## src/rtl/id_ex_stage.sv

```systemverilog
// id_ex_stage: ID/EX pipeline register with load-use hazard detection; ID_EX_STALL_STATS_EN enables the stall counter
module id_ex_stage #(
  parameter int DW = 32,
  parameter int RW = 5
) (
  input  logic          clk,
  input  logic          rst_n,
  input  logic          id_valid,
  input  logic          id_RegDst,
  input  logic          id_Branch,
  input  logic          id_MemRead,
  input  logic          id_MemtoReg,
  input  logic          id_MemWrite,
  input  logic          id_AluSrc,
  input  logic          id_RegWrite,
  input  logic [1:0]    id_AluOp,
  input  logic [RW-1:0] id_rs,
  input  logic [RW-1:0] id_rt,
  input  logic [RW-1:0] id_rd,
  input  logic [DW-1:0] id_rdata1,
  input  logic [DW-1:0] id_rdata2,
  input  logic [DW-1:0] id_imm,
  input  logic [DW-1:0] id_pc4,
  input  logic [5:0]    id_funct,
  input  logic          flush,
  input  logic          hold,
  output logic          ex_valid,
  output logic          ex_RegDst,
  output logic          ex_Branch,
  output logic          ex_MemRead,
  output logic          ex_MemtoReg,
  output logic          ex_MemWrite,
  output logic          ex_AluSrc,
  output logic          ex_RegWrite,
  output logic [1:0]    ex_AluOp,
  output logic [DW-1:0] ex_rdata1,
  output logic [DW-1:0] ex_rdata2,
  output logic [DW-1:0] ex_imm,
  output logic [DW-1:0] ex_pc4,
  output logic [RW-1:0] ex_rt,
  output logic [RW-1:0] ex_rd,
  output logic [5:0]    ex_funct,
  output logic [RW-1:0] ex_wreg,
  output logic          stall,
  output logic [15:0]   stall_cnt
);
  localparam int W = 16 + 4 * DW + 3 * RW;
  logic [W-1:0] d, q;
  logic         use_rt, lu_hazard;
  assign use_rt    = !id_AluSrc || id_MemWrite;
  assign lu_hazard = ex_valid && ex_MemRead && ex_rt != '0 && id_valid &&
                     (ex_rt == id_rs || (use_rt && ex_rt == id_rt));
  assign stall     = lu_hazard || hold;
  // wreg is resolved here so an x RegDst on non-writing instructions never reaches writeback
  assign d = {1'b1, id_RegDst, id_Branch, id_MemRead, id_MemtoReg, id_MemWrite, id_AluSrc,
              id_RegWrite, id_AluOp, id_rdata1, id_rdata2, id_imm, id_pc4, id_rt, id_rd,
              id_RegWrite ? (id_RegDst ? id_rd : id_rt) : {RW{1'b0}}, id_funct};
  assign {ex_valid, ex_RegDst, ex_Branch, ex_MemRead, ex_MemtoReg, ex_MemWrite, ex_AluSrc,
          ex_RegWrite, ex_AluOp, ex_rdata1, ex_rdata2, ex_imm, ex_pc4, ex_rt, ex_rd,
          ex_wreg, ex_funct} = q;
  always_ff @(posedge clk or negedge rst_n)
    if (!rst_n) q <= '0;
    else if (flush || (!hold && (lu_hazard || !id_valid))) q <= '0;
    else if (!hold) q <= d;
`ifdef ID_EX_STALL_STATS_EN
  logic [15:0] cnt;
  always_ff @(posedge clk or negedge rst_n)
    if (!rst_n) cnt <= '0;
    else if (lu_hazard && !hold && !flush && cnt != 16'hFFFF) cnt <= cnt + 16'd1;
  assign stall_cnt = cnt;
`else
  assign stall_cnt = 16'h0000;
`endif
endmodule
```

## config.mk

```make
export PLATFORM = sky130hd
export DESIGN_NAME = id_ex_stage
export DESIGN_NICKNAME = d
export VERILOG_FILES = /design/src/rtl/id_ex_stage.sv
export SDC_FILE = /design/constraint.sdc
export NUM_CORES = 1
export LEC_CHECK = 0
export ABC_AREA = 1
export CORE_MARGIN = 10
export CORE_UTILIZATION = 40
export DETAILED_ROUTE_END_ITERATION = 8
export PLACE_DENSITY = 0.8
export SLEW_MARGIN = 20
export SYNTH_ARGS = -nofsm -noshare
export SYNTH_HDL_FRONTEND = slang
export SYNTH_SLANG_ARGS = --single-unit
```

## constraint.sdc

```tcl
create_clock -name clk -period 1.85 [get_ports clk]
set_clock_uncertainty 0.15 [all_clocks]
set_input_delay 0.185 -clock clk [delete_from_list [all_inputs] [get_ports clk]]
set_output_delay 0.185 -clock clk [all_outputs]
set_load 0.005 [all_outputs]
```

==> results by group <==
Global route
  • Gr ovfl total: 0
  • Number of antenna violations at the first check in global routing: 0
  • Via count of the first global-routing pass: 6109
  • Aggregate global-route resource usage: 18.85%
  • Pin count of the biggest net entering global routing: 64
  • Global-route wire length before repair: 33250 um

Clock tree
  • Clock latency on the worst-skew pair: 0.42 ns
  • Clock tree from TritonCTS: done
  • Total number of H-tree levels: 4
  • Maximum clock path buffer count: 2
  • TritonCTS sink count: 159
  • TritonCTS buffer count: 17
  • Cell chosen for the clock root: sky130_fd_sc_hd__clkbuf_16
  • Clk slew on worst S/H paths: 0.07 ns

Worst setup path
  • Sort of element at the start of the critical path: flip-flop
  • Cell type of the slowest stage on the worst timing path: sky130_fd_sc_hd__dfrtp_2
  • Endpoint type of the worst setup path: primary output
  • Critical path type: flip-flop to primary output
  • Longest individual stage delay on the worst path: 0.45 ns
  • Data arrival at the endpoint of the critical path: roughly 1.6 ns
  • R2r worst-path depth: 10
  • Critical-path maximum fanout: 4
  • Register-to-register setup slack: -0.04 ns
  • Reg2Reg Launch Point: q[18]
  • Critical path buffer and inverter count: 2
  • Cell chain of the critical path: buf_6, xnor2_2, nand3_1, nand2_2, nand2_4, nand2_2, buf_6
  • Worst r2r dst: q[92]
  • Category of cells accounting for the largest share of critical-path delay: flip-flops
  • Data required, critical path: ~1.5 ns
  • Cell count along the critical path: 7

Floorplan
  • CORE AREA: 0.01664 mm2
  • Placement row count: 47
  • Die height: about 150 um
  • Effective utilization at floorplan: 40.88%
  • Die X: 150.4 um
  • # IOs: around 340
  • Die Footprint: 0.02263 mm2

Drt
  • DR WL/cell: 19.81 um
  • Wire length reported by the detailed router: 26670 um
  • First-pass detailed-route iteration total: 5
  • DRC violation count after routing: 0
  • Via Count: roughly 6400
  • Via/cell ratio: 4.744
  • Final antenna-violating net count: 0
  • Detailed router's first-iteration violation count: 285

Placed design
  • Global placer's final weighted congestion: 0.9407
  • Pre-CTS setup slack: -0.2813 ns
  • Count of port buffers added during placement: 322
  • DP Wirelength: 17140 um

Cells and area
  • Fin nets: 1276
  • Total of fill cells in the finished design: around 1100
  • Share of cells above drive strength 1: 20.25%
  • Largest registers in the final layout: q: 159 flops
  • Number of flip-flops in the largest register: 159
  • Inserted Diodes: 0
  • Largest Register: q
  • Area overhead of the layout relative to synthesis: 79.35%
  • Fin util: between 70% and 80%

Synth
  • Leading cell types by total area after synthesis: sky130_fd_sc_hd__dfrtp_1 58%, sky130_fd_sc_hd__inv_1 17%, sky130_fd_sc_hd__o22ai_1 14%
  • Area of the mapped netlist: 0.006804 mm2
  • Most frequent cells after synthesis: 313 x sky130_fd_sc_hd__inv_1, 159 x sky130_fd_sc_hd__dfrtp_1, 147 x sky130_fd_sc_hd__o22ai_1, 34 x sky130_fd_sc_hd__nand2_1, 16 x sky130_fd_sc_hd__buf_4
  • Most instantiated library cell after synthesis: sky130_fd_sc_hd__inv_1
  • Number of synthesized register bits: 159
  • Proportion of synthesized flip-flops having asynchronous set or reset: 100.0%
  • Fraction of the yosys area taken by sequential cells: about three fifths
  • Count of flip-flops with a built-in enable after synthesis: 0
  • Average size of a mapped cell: 9.084 um2
  • Top FF cell, synth: sky130_fd_sc_hd__dfrtp_1
  • Cell count after synthesis: 749
  • Number of distinct library cells after synthesis: 21
  • Dominant cell type by area after synthesis: sky130_fd_sc_hd__dfrtp_1
  • Number of warning messages in the yosys log: 0
  • Top-area cell type share of the netlist area: about three fifths

Job
  • MaxCap Viol Count: 0

Pwr
  • Power density relative to cell area: 699.9 mW/mm2
  • Post-layout power: 8541 uW
  • Maximum resistive drop on vdd: 0.6558 mV
  • Leakage power: approximately 0.0057 uW

Timing
  • Setup tns final: -1.165 ns
  • Setup Viol. Count Final: 70
  • Unrepaired setup endpoints after global routing: true
  • Tmin final: 1.922 ns
  • Count of final max-slew check failures: 0
  • Fmax: 520.3 MHz
  • Worst setup slack after layout: -0.07205 ns
  • Share of the clock period used by the worst path after layout: 103.9%
  • Final-report hold violation count: 0

Worst hold path
  • Hold Path Class: primary input to async pin

Run status
  • Failing checks: setup timing
  • Result of the run: complete, but fails checks
==> timing repair <==
item | CTS | global route
gates resized for setup | 12 | 148
pin swaps | 6 | 11
setup endpoints to repair | 3 | 144
gates cloned | 0 | 11
hold endpoints to repair | 159 | 0
hold buffers | 1 | 0
buffers inserted | 2 | 5
==> report_power, final <==
part	total [uW]	leakage (uW)	internal, uW	switching (uW)
registers	3690	0.00216	3610	82.0
logic	1450	0.00326	824	630
clock network	3400	0.000279	1810	1590
total	8540	0.00570	6240	2300
==> layer usage <==
| metal | vias to the layer above | wire, um | track usage [%] |
|---|---|---|---|
| met5 | - | 0 | 0 |
| met4 | 0 | 519 | 5.248 |
| met3 | 35 | 2757 | 7.713 |
| met2 | 298 | 13290 | 30.91 |
| met1 | 3108 | 10100 | 22.36 |
| li1 | 2945 | - | - |
==> worst max path at each step <==
| stage | end | slack (ns) | from |
|---|---|---|---|
| final | stall | -0.07 | q[18] |
| after global routing | stall | -0.16 | q[18] |
| after CTS | stall | -0.06 | q[17] |
| after detailed placement | stall | -0.28 | id_rt[1] |
| after global placement | stall | -0.27 | id_rt[1] |
| after floorplan | q[158] | 0.30 | q[20] |
==> cells in the final DEF, fill, tap and decap left out, drive strengths merged <==
master | Yosys | layout
buf | 38 | 53
nand3 | 3 | 3
clkbuf | 13 | 25
conb | 1 | 16
or2 | 1 | 1
dlymetal6s2s | 0 | 2
o21bai | 5 | 5
xnor2 | 1 | 1
o21ai | 7 | 7
clkdlybuf4s50 | 0 | 318
nand2 | 35 | 35
o22ai | 152 | 152
dfrtp | 159 | 159
clkinv | 0 | 3
nand4 | 3 | 3
inv | 318 | 328
nor2 | 13 | 13
dlygate4sd3 | 0 | 1
clkinvlp | 0 | 1
==> logic make-up (layout without fill, tap and decap cells) <==
group                     Yosys count  in the layout  share of synthesized area [%]
xor gates and xnor gates            1              1                         0.1287
and+or+nand+nor                    55             55                          3.457
other                               1             16                        0.05511
AOI/OAI and AO/OA                 164            164                          15.50
DFF                               159            159                          58.48
buffers and inverters             369            731                          22.38
==> cell type report <==
| class | count | area, um2 | share of cell area (%) |
|---|---|---|---|
| flip-flops and latches | 159 | 3984 | 32.65 |
| well taps | 220 | 275.3 | 2.256 |
| multi-input cells | 236 | 2170 | 17.78 |
| clock buffers | 18 | 439.2 | 3.599 |
| repair buffers | 381 | 4018 | 32.92 |
| clock inverters | 14 | 121.4 | 0.9946 |
| inverters | 318 | 1196 | 9.802 |
==> through the flow <==
stage / hold WS (ns) / cells / instance area [um2]
6_report: 0.1173 / 1346 / 12200
5_1_grt: 0.1467 / 1346 / 12200
4_1_cts: 0.1309 / 1330 / 11080
3_5_place_dp: 0.008735 / 1295 / 10470
3_3_place_gp: 0.004933 / 1295 / 10470
2_1_floorplan: -0.2606 / 764 / 6860
No activity file was read; power rests on OpenSTA's default activity.
